`config.mk`:
```
export PLATFORM = sky130hd
export DESIGN_NAME = kernel_cc_fifo_srl_param
export DESIGN_NICKNAME = d
export VERILOG_FILES = /design/src/rtl/kernel_cc_fifo_pkg.sv /design/src/rtl/kernel_cc_fifo_srl_param_shiftreg.sv /design/src/rtl/kernel_cc_fifo_srl_param.sv
export SDC_FILE = /design/constraint.sdc
export NUM_CORES = 1
export LEC_CHECK = 0
export ABC_AREA = 1
export CAP_MARGIN = 15
export CORE_MARGIN = 2
export CORE_UTILIZATION = 55
export CTS_BUF_LIST = sky130_fd_sc_hd__clkbuf_4
export CTS_CLUSTER_DIAMETER = 100
export DETAILED_ROUTE_END_ITERATION = 10
export GPL_TIMING_DRIVEN = 1
export PLACE_DENSITY = 0.74
export SYNTH_ARGS = -nofsm -noshare
export SYNTH_HDL_FRONTEND = slang
export SYNTH_SLANG_ARGS = --single-unit
```
`constraint.sdc`:
```
create_clock -name clk -period 21.4 [get_ports clk]
set_clock_uncertainty 0.15 [all_clocks]
set_input_delay 2.14 -clock clk [delete_from_list [all_inputs] [get_ports clk]]
set_output_delay 2.14 -clock clk [all_outputs]
set_load 0.1 [all_outputs]
```
`src/rtl/kernel_cc_fifo_pkg.sv`:
```
// Shared sizing helpers and default parameters for the kernel_cc SRL FIFO family.
package kernel_cc_fifo_pkg;

    localparam int DEF_DATA_WIDTH = 32;
    localparam int DEF_DEPTH      = 32;

    function automatic int fifo_addr_w(input int depth);
        return (depth <= 2) ? 1 : $clog2(depth);
    endfunction

    function automatic int fifo_cnt_w(input int depth);
        return fifo_addr_w(depth) + 1;
    endfunction

endpackage

```
`src/rtl/kernel_cc_fifo_srl_param_shiftreg.sv`:
```
// Purpose: un-reset shift-register storage; entry 0 takes data on ce, the rest shift up.
// Latency: write visible at q one cycle later; q is a combinational read of entry a.
// Backpressure: none here, the enclosing FIFO gates ce.
module kernel_cc_fifo_srl_param_shiftreg #(
    parameter int DATA_WIDTH = 32,
    parameter int ADDR_WIDTH = 5,
    parameter int DEPTH      = 32
) (
    input  logic                  clk,
    input  logic [DATA_WIDTH-1:0] data,
    input  logic                  ce,
    input  logic [ADDR_WIDTH-1:0] a,
    output logic [DATA_WIDTH-1:0] q
);

    logic [DATA_WIDTH-1:0] mem [DEPTH];

    always_ff @(posedge clk) begin
        if (ce) begin
            mem[0] <= data;
            for (int i = 1; i < DEPTH; i++) begin
                mem[i] <= mem[i-1];
            end
        end
    end

    assign q = mem[a];

endmodule

```
`src/rtl/kernel_cc_fifo_srl_param.sv`:
```
// Purpose: parametrised FWFT shift-register FIFO with occupancy count and registered almost flags.
// Latency: one cycle write-to-dout; flags and count registered from next occupancy.
// Backpressure: if_full_n low drops writes, if_empty_n low drops reads; KERNEL_CC_FIFO_ERR_EN adds sticky error flags.
module kernel_cc_fifo_srl_param
    import kernel_cc_fifo_pkg::*;
#(
    parameter int DATA_WIDTH = DEF_DATA_WIDTH,
    parameter int DEPTH      = DEF_DEPTH,
    parameter int ADDR_WIDTH = fifo_addr_w(DEPTH),
    parameter int AF_THRESH  = DEPTH - 2,
    parameter int AE_THRESH  = 1
) (
    input  logic                  clk,
    input  logic                  reset_n,
    input  logic [DATA_WIDTH-1:0] if_din,
    input  logic                  if_write,
    input  logic                  if_write_ce,
    output logic                  if_full_n,
    output logic [DATA_WIDTH-1:0] if_dout,
    input  logic                  if_read,
    input  logic                  if_read_ce,
    output logic                  if_empty_n,
    output logic [ADDR_WIDTH:0]   if_count,
    output logic                  if_almost_full,
    output logic                  if_almost_empty
`ifdef KERNEL_CC_FIFO_ERR_EN
    ,
    output logic                  if_overflow,
    output logic                  if_underflow
`endif
);

    localparam int CW = ADDR_WIDTH + 1;

    if (DEPTH < 2) begin : g_bad_depth
        $fatal(1, "kernel_cc_fifo_srl_param: DEPTH must be >= 2");
    end
    if (AF_THRESH < 1 || AF_THRESH > DEPTH) begin : g_bad_af
        $fatal(1, "kernel_cc_fifo_srl_param: AF_THRESH must be in 1..DEPTH");
    end
    if (AE_THRESH < 0 || AE_THRESH > DEPTH - 1) begin : g_bad_ae
        $fatal(1, "kernel_cc_fifo_srl_param: AE_THRESH must be in 0..DEPTH-1");
    end

    logic                  wr_acc;
    logic                  rd_acc;
    logic [CW-1:0]         count;
    logic [CW-1:0]         count_nxt;
    logic [CW-1:0]         count_m1;
    logic [ADDR_WIDTH-1:0] rd_addr;

    assign wr_acc = if_write & if_write_ce & if_full_n;
    assign rd_acc = if_read & if_read_ce & if_empty_n;

    always_comb begin
        count_nxt = count;
        case ({wr_acc, rd_acc})
            2'b10:   count_nxt = count + CW'(1);
            2'b01:   count_nxt = count - CW'(1);
            default: count_nxt = count;
        endcase
    end

    // Oldest word sits at count-1 because every write pushes the others up.
    assign count_m1 = count - CW'(1);
    assign rd_addr  = (count != '0) ? count_m1[ADDR_WIDTH-1:0] : '0;

    always_ff @(posedge clk or negedge reset_n) begin
        if (!reset_n) begin
            count           <= '0;
            if_empty_n      <= 1'b0;
            if_full_n       <= 1'b1;
            if_almost_full  <= 1'b0;
            if_almost_empty <= 1'b1;
        end else begin
            count           <= count_nxt;
            if_empty_n      <= (count_nxt != '0);
            if_full_n       <= (count_nxt != CW'(DEPTH));
            if_almost_full  <= (count_nxt >= CW'(AF_THRESH));
            if_almost_empty <= (count_nxt <= CW'(AE_THRESH));
        end
    end

    assign if_count = count;

`ifdef KERNEL_CC_FIFO_ERR_EN
    always_ff @(posedge clk or negedge reset_n) begin
        if (!reset_n) begin
            if_overflow  <= 1'b0;
            if_underflow <= 1'b0;
        end else begin
            if_overflow  <= if_overflow  | (if_write & if_write_ce & ~if_full_n);
            if_underflow <= if_underflow | (if_read & if_read_ce & ~if_empty_n);
        end
    end
`endif

    kernel_cc_fifo_srl_param_shiftreg #(
        .DATA_WIDTH (DATA_WIDTH),
        .ADDR_WIDTH (ADDR_WIDTH),
        .DEPTH      (DEPTH)
    ) u_srl (
        .clk  (clk),
        .data (if_din),
        .ce   (wr_acc),
        .a    (rd_addr),
        .q    (if_dout)
    );

endmodule

```
Word-level counts from Yosys, hierarchy flattened
Memory sizes are Yosys's and may differ from the RTL's.
Cells that the tools add are included.
{ "classes": {"n_addsub": 2, "magnitude_cmp": 2, "eq_ne": 3, "muxes": 4, "bitwise_logic": 4, "reduce_logical": 2} }
{ "op_table": {"columns": ["op", "count"], "rows": [
  ["$pmux 6 s2", 1],
  ["$reduce_bool 6->1", 2],
  ["$add 6x1->6 const B", 1],
  ["$ge 6x5->1 const B", 1],
  ["$le 6x1->1 const B", 1],
  ["$ne 6x6->1 const B", 1],
  ["$sub 6x1->6 const B", 1],
  ["$mux 5", 1],
  ["$and 1x1->1", 4],
  ["$eq 2x1->1 const B", 1],
  ["$eq 2x2->1 const B", 1],
  ["$mux 1", 2]
]} }
{ "totals": {"ff_bits": 10, "ram_bits": 1024, "out_inout_bits": 42, "memories": 1} }
{ "memory_table": {"columns": ["name", "words", "width", "read_ports", "rd_clocked_by_memory_dff", "write_ports", "line", "rtl"], "rows": [
  ["u_srl.mem", 32, 32, 32, 0, 32, "kernel_cc_fifo_srl_param_shiftreg.sv:16", "logic [DATA_WIDTH-1:0] mem [DEPTH];"]
]} }

Depth between registers and ports, before layout
Gate-level depths: netlist of the first run.
{ "logic_depth": {"depth_word": 5, "depth_mapped": 18} }

Hierarchy
Synthesis of the first run repeated with hierarchy kept, for this count alone.
{ "hier_totals": {"hier_cells": 3568, "hier_area_um2": 42304.3} }
{ "modules_own_cells": {"columns": ["module", "instances", "cells_per_inst", "area_each_um2", "seq_area_each_um2"], "rows": [
  ["kernel_cc_fifo_srl_param_shiftreg", 1, 3455, 41514.8, 30749.5],
  ["kernel_cc_fifo_srl_param", 1, 113, 789.5, 252.7]
]} }

Least setup slack after synthesis of the first run
No wires, ideal clock.
{ "synth_timing": {"path_type": "input to register", "start": "in if_write", "end": "reg if_almost_full", "t_arrival_ns": 24.972, "setup_slack_ns": -3.793, "cell_stages": 11, "n_path_buf": 0, "cell_sequence": "nand3_1 inv_1 ha_1 a21oi_1 o21ai_0 o21ai_0 inv_1 nand2_1 nor2_1 nand2_1 nand2_1"} }
{ "synth_between": {"elab_chain_len": 5, "word_cells_on_any_way": 6, "classes_between": "order compare: 1; eq/ne: 2; mux: 1; bitwise: 2"} }
{ "synth_rtl": {"columns": ["element", "line", "rtl"], "rows": [
  ["start: declaration", "kernel_cc_fifo_srl_param.sv:16", "input logic if_write,"],
  ["$and 1x1->1 (*) (2 in a row)", "kernel_cc_fifo_srl_param.sv:52", "assign wr_acc = if_write & if_write_ce & if_full_n;"],
  ["net u_srl.ce", "kernel_cc_fifo_srl_param_shiftreg.sv:11", "input logic ce,"],
  ["$eq 2x1->1 or $eq 2x2->1 (tied branches)", "kernel_cc_fifo_srl_param.sv:57", "case ({wr_acc, rd_acc})"],
  ["$pmux 6 s2 (*)", "kernel_cc_fifo_srl_param.sv:57", null],
  ["net count_nxt[2]", "kernel_cc_fifo_srl_param.sv:48", "logic [CW-1:0] count_nxt;"],
  ["$ge 6x5->1 (*)", "kernel_cc_fifo_srl_param.sv:79", "if_almost_full <= (count_nxt >= CW'(AF_THRESH));"],
  ["end signal: assignment", "kernel_cc_fifo_srl_param.sv:79", null],
  ["end: declaration", "kernel_cc_fifo_srl_param.sv:24", "output logic if_almost_full,"]
]} }
The timed path passes the listed nets; every way through them passes the cells marked *.

Final worst setup path of the first run
{ "layout_timing": {"start": "reg count[0] (netlist: if_count[0])", "end": "out if_dout[9]"} }
{ "layout_between": {"elab_chain_len": 3, "word_cells_on_any_way": 4, "classes_between": "add/sub: 1; mux: 1; reduce/logical: 1; memory: 1"} }
{ "layout_rtl": {"columns": ["element", "line", "rtl"], "rows": [
  ["start: declaration", "kernel_cc_fifo_srl_param.sv:47", "logic [CW-1:0] count;"],
  ["start signal: assignment", "kernel_cc_fifo_srl_param.sv:76", "count <= count_nxt;"],
  ["$sub 6x1->6 or $reduce_bool 6->1 (tied branches)", "kernel_cc_fifo_srl_param.sv:65, kernel_cc_fifo_srl_param.sv:66", null],
  ["$mux 5 (*)", "kernel_cc_fifo_srl_param.sv:66", "assign rd_addr = (count != '0) ? count_m1[ADDR_WIDTH-1:0] : '0;"],
  ["$mem_v2 32x32 (*)", null, null],
  ["end: declaration", "kernel_cc_fifo_srl_param.sv:19", "output logic [DATA_WIDTH-1:0] if_dout,"]
]} }
Every way passes the cells marked *; elsewhere a longest branch is shown, timed or not.

==> results by stage, run 1 <==
Global route:
- The first global-routing pass estimated 160,000 µm of wire.
- The via count of the first global-routing pass came to 28.9k.
- The sum of overflow across all layers after global routing is 0.
- The pin count of the biggest net entering global routing is between 200 and 250.
- The number of antenna violations at the first check in global routing is 2.
- For this run, the total global-route usage over all layers was measured as 0.238.

Placement:
- The count of buffers added on input and output ports is slightly below 80.
- The cell count after placement is 4,761.
- At the end of routability-driven placement, the weighted congestion stood at a little over 0.8.
- Summed over all nets, the half-perimeter wirelength after detailed placement is 52,800 µm.

Worst hold path:
- The tightest min-delay check is of the reg2reg type.

Synthesis:
- The count of different cell masters after synthesis is 25.
- The cell area that synthesis handed to floorplanning was 45,000 µm².
- The most area-hungry cell type in the Yosys netlist is sky130_fd_sc_hd__edfxtp_1.
- Of the synthesized area, sequential elements account for 0.690.
- The mean area per synthesized cell is ~12 µm².
- Of the post-synthesis cell area, the dominant cell type holds 0.684.
- For this run, the number of Yosys warnings is 0.
- Synthesis handed over a netlist of 3,860 instances.
- The number of register bits inferred by synthesis is 1,034.
- Synthesis produced a netlist with a net count of 3,903.
- In the post-synthesis netlist, the biggest area contributors are sky130_fd_sc_hd__edfxtp_1 (68%), sky130_fd_sc_hd__nand3_1 (10%), sky130_fd_sc_hd__nand2_1 (4.2%).

STA:
- After layout, the minimum clock period comes to 10.67 ns.
- In the finished design, the share of the clock period the worst path needs comes to 0.499.
- The relative slew slack is 0.181.
- The count of pins over their slew limit is 0.
- The peak clock frequency supported by timing is 93.7 MHz.
- The total negative slack for setup checks is 0 ns.
- The number of hold-slack violations in the final timing report is 0.
- The count of final setup violators is 0.
- The transition time at the pin with the least slew margin is 1.23 ns.
- Setup repair after global routing left no endpoint under its margin.

Route:
- The total detailed-routing wirelength is 101,000 µm.
- For this run, design rule violations remaining after detail routing come to 0.
- The total iterations of the first detailed-routing run is 6.
- The detailed router placed 29.9k vias in this run.
- In the routed layout, each cell is associated on average with a via count of 5.74.
- The average wire per standard cell is roughly 19 µm.
- In this run, the number of DRC markers left after iteration 0 of detailed routing was 3,807.
- The count of nets left with antenna violations after detail routing is 0.

Clocking:
- For the worst-skew pair, the clock arrives at the later sink with an insertion delay of 1.11 ns.
- The number of buffers inserted by hold repair at cts is 0.
- The number of buffers inserted by post-CTS setup repair is 0.
- The tree built by TritonCTS fans out to 1,034 sinks.
- The H-tree was split into 5 levels.
- The clock passes through at most 4 buffers.
- TritonCTS built the clock tree.
- The clock tree root driver cell is sky130_fd_sc_hd__clkbuf_4.
- After clock tree synthesis, the clock-pin slew on the worst setup and hold paths is 0.07 ns.
- The number of gates resized after CTS was 0.
- The total CTS buffers is 280.

Cells and area:
- The area occupied by multi-input gates is 10,900 µm².
- The number of standard cells in the final layout excluding fillers is 5,206.
- The net count of the finished layout is 4,026.
- The share of the core filled with cells in the final layout is 0.613.
- The flip-flop and latch area is 31,000 µm².
- The layout cell share with drive strength beyond 1 is 0.157.
- Fill cells in the final layout number 6,336.
- From synthesis to final layout, the design area changed by 9.95%.

Run status:
- The flow ran to the end, and the final reports show no timing, DRC or antenna violations.

Critical path:
- The type of the worst setup path is reg2out.
- The peak fanout along the critical path is 84.
- The family with the most delay on the worst path is buffers and inverters.
- The slowest stage of the critical path is the sky130_fd_sc_hd__clkdlybuf4s50_1 cell.
- On the worst path, the slowest cell contributes a delay of 1.01 ns.
- STA classifies the critical path endpoint as an output pin.
- The critical path data arrival time is 8.38 ns.
- The startpoint class of the critical path is a flop.
- Counting both buffers and inverters, the worst setup path holds a total of 6.
- The required arrival time at the worst endpoint is roughly 19 ns.
- The worst setup slack for register-to-register paths is 16.30 ns.
- Walking the worst path, the cells encountered are inv_8 -> ha_1 -> nand3_4 -> buf_4 -> buf_4 -> nand2_4 -> clkinv_2 -> buf_4 -> nand3_1 -> nand3_1 -> nand2_1 -> nand2_1 -> nand2_1 -> clkdlybuf4s50_1.

Die:
- The region available for standard cell placement spans ~80,000 µm².
- The number of ports placed on the die boundary is 80.
- The number of cell rows is 104.
- The height of the die is roughly 290 µm.
- The die covers 84,000 µm².
- The effective utilization at floorplan is 0.557.
- The floorplan step set the die width to 290 µm.

Run:
- The tool flagged a number of max-cap violations equal to 0.
## metal layers
layer,part of all wire,vias up,track usage
met5,0,-,0
met3,0.082,162,0.0466
li1,-,13900,-
met2,0.45,1343,0.347
met4,0.024,0,0.0894
met1,0.44,14400,0.355
## sequential cells by signal, indices dropped and copies added (netlist names)
signal,flops
u_srl.mem,1024
if_count,6
if_empty_n,1
if_almost_empty,1
if_almost_full,1
if_full_n,1
## kinds of logic after synthesis
family,Yosys count,share of synthesized area
AO/OA/AOI/OAI,140,0.0264
buffers and inverters,742,0.0679
XOR/XNOR,2,0.000390
adder cells (fa/ha/maj),5,0.00139
flip-flops,1034,0.690
AND/OR/NAND/NOR,1937,0.214
## through the flow
stage                     area, µm²  setup slack (ns)  hold WS, ns
after floorplan               45000              1.92        0.267
after global placement        46200             12.03        0.267
after detailed placement      46200             11.95        0.273
after CTS                     49400             10.72        0.242
after global routing          49400             10.45        0.242
final                         49400             10.73        0.259
## layout make-up
type	count	share of cell area
sequential	1034	0.627
multi-input combinational	2084	0.221
clock buffer	414	0.0629
inverter	469	0.0360
tap	1060	0.0268
timing repair buffer	114	0.0231
clock inverter	26	0.00251
antenna	5	0.000253
## worst paths after layout
| check | from | end | cells past startpoint |
|---|---|---|---|
| min in group asynchronous | reset_n | if_count[5] | 1 |
| min reg2reg | u_srl.mem[13][4] | u_srl.mem[14][4] | 0 |
| max | if_count[0] | if_dout[9] | 14 |
| max reg2reg | if_full_n | u_srl.mem[23][14] | 6 |
| max in group asynchronous | reset_n | if_full_n | 1 |
| min | u_srl.mem[13][4] | u_srl.mem[14][4] | 0 |
## synthesized netlist by cell type (all sizes together)
cell type / n
o211ai: 2
dfrtp: 8
clkbuf: 80
inv: 469
buf: 193
xor2: 2
o2111ai: 128
nand3b: 192
a21oi: 1
nand2: 503
nand3: 911
nor2: 136
nand4: 3
dfstp: 2
edfxtp: 1024
or2: 192
ha: 5
o21ai: 9
## layout by cell type, fill, tap and decap left out, drive strengths merged
cell type	n
nand3	911
clkdlybuf4s50	79
clkinv	21
edfxtp	1024
a21oi	1
or2	192
clkinvlp	1
ha	5
nand4	3
nand3b	192
diode	5
nand2	503
clkbuf	414
bufinv	1
dfstp	2
o211ai	2
xor2	2
inv	472
o21ai	9
nor2	136
o2111ai	128
buf	35
dfrtp	8
## worst reg2reg max path: cells and delay by family (launching register included)
| family | cells | cell delay (ns) |
|---|---|---|
| flip-flops | 1 | 0.53 |
| buffers and inverters | 5 | 3.78 |
| AND/OR/NAND/NOR | 1 | 0.15 |
Power of run 1 is not shown: default switching activity piles up to over one toggle a cycle in this logic, so the estimate is an artifact.
==> inputs of run 2 (changes only) <==
--- a/config.mk
+++ b/config.mk
@@ -13,7 +13,7 @@
 export CTS_CLUSTER_DIAMETER = 100
 export DETAILED_ROUTE_END_ITERATION = 10
 export GPL_TIMING_DRIVEN = 1
-export PLACE_DENSITY = 0.74
+export PLACE_DENSITY = 0.72
 export SYNTH_ARGS = -nofsm -noshare
 export SYNTH_HDL_FRONTEND = slang
 export SYNTH_SLANG_ARGS = --single-unit
==> constraint.sdc (replaced) <==
create_clock -name clk -period 10.6 [get_ports clk]
set_clock_uncertainty 0.15 [all_clocks]
set_input_delay 1.06 -clock clk [delete_from_list [all_inputs] [get_ports clk]]
set_output_delay 1.06 -clock clk [all_outputs]
set_load 0.1 [all_outputs]
==> run 2 against run 1 <==
Compared with the run above:
- utilization is 0.28 points higher
- setup slack lost 8.4 ns
- global-route usage rose by 0.057 points
- die area unchanged
- final cell count is 0.44% higher
- non-clock buffer count increased by 2
==> results by stage, run 2 (synthesized netlist as in run 1, its figures left out) <==
Run status:
- The flow ran to the end, and the final reports show no timing, DRC or antenna violations.

Cells and area:
- The flip-flop count of the largest register, all copies and words added is 1,024.
- The register containing the most flip-flops in the final layout is u_srl.mem.
- The number of standard cells in the final layout excluding fillers is ~5.2k.
- From synthesis to final layout, the design area changed by 10.5%.
- The commonest non-fill, non-tap cell in the layout is sky130_fd_sc_hd__edfxtp_1.
- The share of the core filled with cells in the final layout is 0.615.
- The number of nets in the final layout is 4,032.
- Summing all multi-input logic gate instances after layout gives about 11,000 µm².
- Leaving out fill and tap cells, the most frequent cells in the layout are sky130_fd_sc_hd__edfxtp_1 (1,024), sky130_fd_sc_hd__nand3_1 (909), sky130_fd_sc_hd__nand2_1 (499), sky130_fd_sc_hd__inv_1 (462), sky130_fd_sc_hd__clkbuf_4 (408).
- Counting the fill cells in the layout gives 6,442.
- The final design area excluding fillers is 49,700 µm².
- The flip-flop and latch area is 31,000 µm².
- The layout cell share with drive strength beyond 1 is 0.158.

STA:
- The count of pins over their slew limit is 0.
- The number of hold-slack violations in the final timing report is 0.
- Based on the critical path, the design can be clocked at up to 121 MHz.
- The routed design could run at a clock period as short as 8.29 ns.
- The relative slew slack is 0.273.
- The count of final setup violators is 0.
- Setup repair after global routing left no endpoint under its margin.
- The transition time at the pin with the least slew margin is between 1 and 1.5 ns.
- The final cycle utilization of the critical path is 0.782.
- The total negative slack for setup checks is 0 ns.

Route:
- The total detailed-routing wirelength is 101,000 µm.
- Before antenna repair, the detailed router went through 7 iterations.
- Once detail routing completed, the nets flagged for antenna violations numbered 0.
- Dividing the detail-routed wire length by the instance count gives approximately 19 µm.
- The via total after detailed routing is 29.8k.
- For this run, design rule violations remaining after detail routing come to 0.
- The per-cell via count in the routed design is 5.71.
- The number of design-rule violations left by the first detailed-router iteration is 3,542.

Clocking:
- Clock tree synthesis found a total of 1,034 sinks.
- The TritonCTS clock tree is built.
- The number of buffers inserted by hold repair at cts is 0.
- The tree is rooted in a sky130_fd_sc_hd__clkbuf_4.
- The maximum number of buffers from clock root to sink is 4.
- After clock tree synthesis, the repair step resized 0 gates.
- Post-CTS timing repair inserted 0 buffers for setup.
- The clock slew seen by the registers of the worst setup and hold paths is roughly 0.060 ns.
- Buffers inserted during clock tree synthesis total 284.
- At the later pin of the worst-skew pair, clock insertion delay measures 1.19 ns.
- In this run the number of H-tree levels came out at 5.

Critical path:
- The peak per-stage delay on the critical path is 1.19 ns.
- The worst register-to-register path ends at u_srl.mem[6][7].
- The critical path data arrival time is about 7.1 ns.
- The family with the most delay on the worst path is buffers and inverters.
- STA classifies the critical path startpoint as a flop.
- The type of element capturing the critical path is an output pin.
- The critical path in this run is classified as reg2out.
- The worst setup slack for register-to-register paths is 6.98 ns.
- The depth of the critical timing path with buffers and inverters included is 12.
- Traced cell by cell, the critical path runs through inv_8 -> ha_1 -> nand3_4 -> buf_12 -> nand2_2 -> inv_2 -> buf_4 -> nand3_1 -> nand2_1 -> nand2_1 -> nand2_1 -> clkdlybuf4s50_1.
- Measured in cells, the most critical reg-to-reg path has a length of 4.
- The most used cell along the critical path is sky130_fd_sc_hd__nand2_1.
- The required arrival time at the worst endpoint is 9.39 ns.
- The timing endpoint of the critical path is if_dout[12].
- In this run the worst path has a maximum fanout of 144.
- The startpoint of the worst-slack reg-to-reg timing path is if_full_n.
- The number of buffer and inverter instances along the worst setup path is 5.
- The slowest cell on the critical path is sky130_fd_sc_hd__clkdlybuf4s50_1.
- The critical path launch point is if_count[0].

Global route:
- Global routing finished with a remaining overflow of 0.
- The via count of the first global-routing pass is 29.1k.
- The number of antenna violations at the first check in global routing is 5.
- For this run, the total global-route usage over all layers was measured as 0.238.
- The wire length of the first global-routing pass is 160,000 µm.
- The pin count of the biggest net entering global routing is between 150 and 200.

Placement:
- The placer's final routability congestion estimate is 0.757.
- The area of placed instances is 46,200 µm².
- The count of buffers from port buffering is 79.
- After detailed placement, the design holds a cell count of between 4k and 5k.
- Detailed placement finished with a half-perimeter wire length of slightly above 50,000 µm.

Die:
- The initial utilization of the core area, before any placement, comes to 0.557.
- The number of ports placed on the die boundary is 80.
- The floorplan step defined a die boundary enclosing approximately 84,000 µm².
- The number of cell rows is 104.
- The height of the die is about 290 µm.
- The core region is around 81,000 µm².
- The horizontal die dimension is between 200 and 300 µm.

Run:
- The number of maximum-capacitance constraint violations is 0.

Worst hold path:
- The class of the tightest hold or removal check is in2async.
## run 2: how the worst min path moves through the flow
stage	to	depth (start not counted)
floorplan	u_srl.mem[16][0]	0
global placement	u_srl.mem[2][9]	0
detailed placement	u_srl.mem[18][29]	0
CTS	if_count[2]	1
global route	if_count[2]	1
finish	if_count[2]	1
## run 2: per-stage QoR
| step | setup WS, ns | hold slack [ns] |
|---|---|---|
| 3_5_place_dp | 3.51 | 0.272 |
| 3_3_place_gp | 3.57 | 0.267 |
| 5_1_grt | 2.04 | 0.0899 |
| 6_report | 2.31 | 0.0873 |
| 4_1_cts | 2.28 | 0.0358 |
| 2_1_floorplan | -7.50 | 0.267 |
## run 2: final cells by class
cell class,instances,share of cell area
Antenna cell,9,0.000454
Clock buffer,408,0.0617
Inverter,469,0.0358
Multi-Input combinational cell,2084,0.220
Sequential cell,1034,0.624
Clock inverter,49,0.00643
Tap cell,1060,0.0267
Timing Repair Buffer,116,0.0240
## run 2: metal layers
metal | global-route usage | wire length, µm | vias to the layer above
li1 | - | - | 14000
met1 | 0.339 | 43600 | 14500
met2 | 0.364 | 46800 | 1233
met3 | 0.0500 | 7850 | 172
met4 | 0.0884 | 2270 | 0
met5 | 0 | 0 | -
Power of run 2 is left out for the same reason.
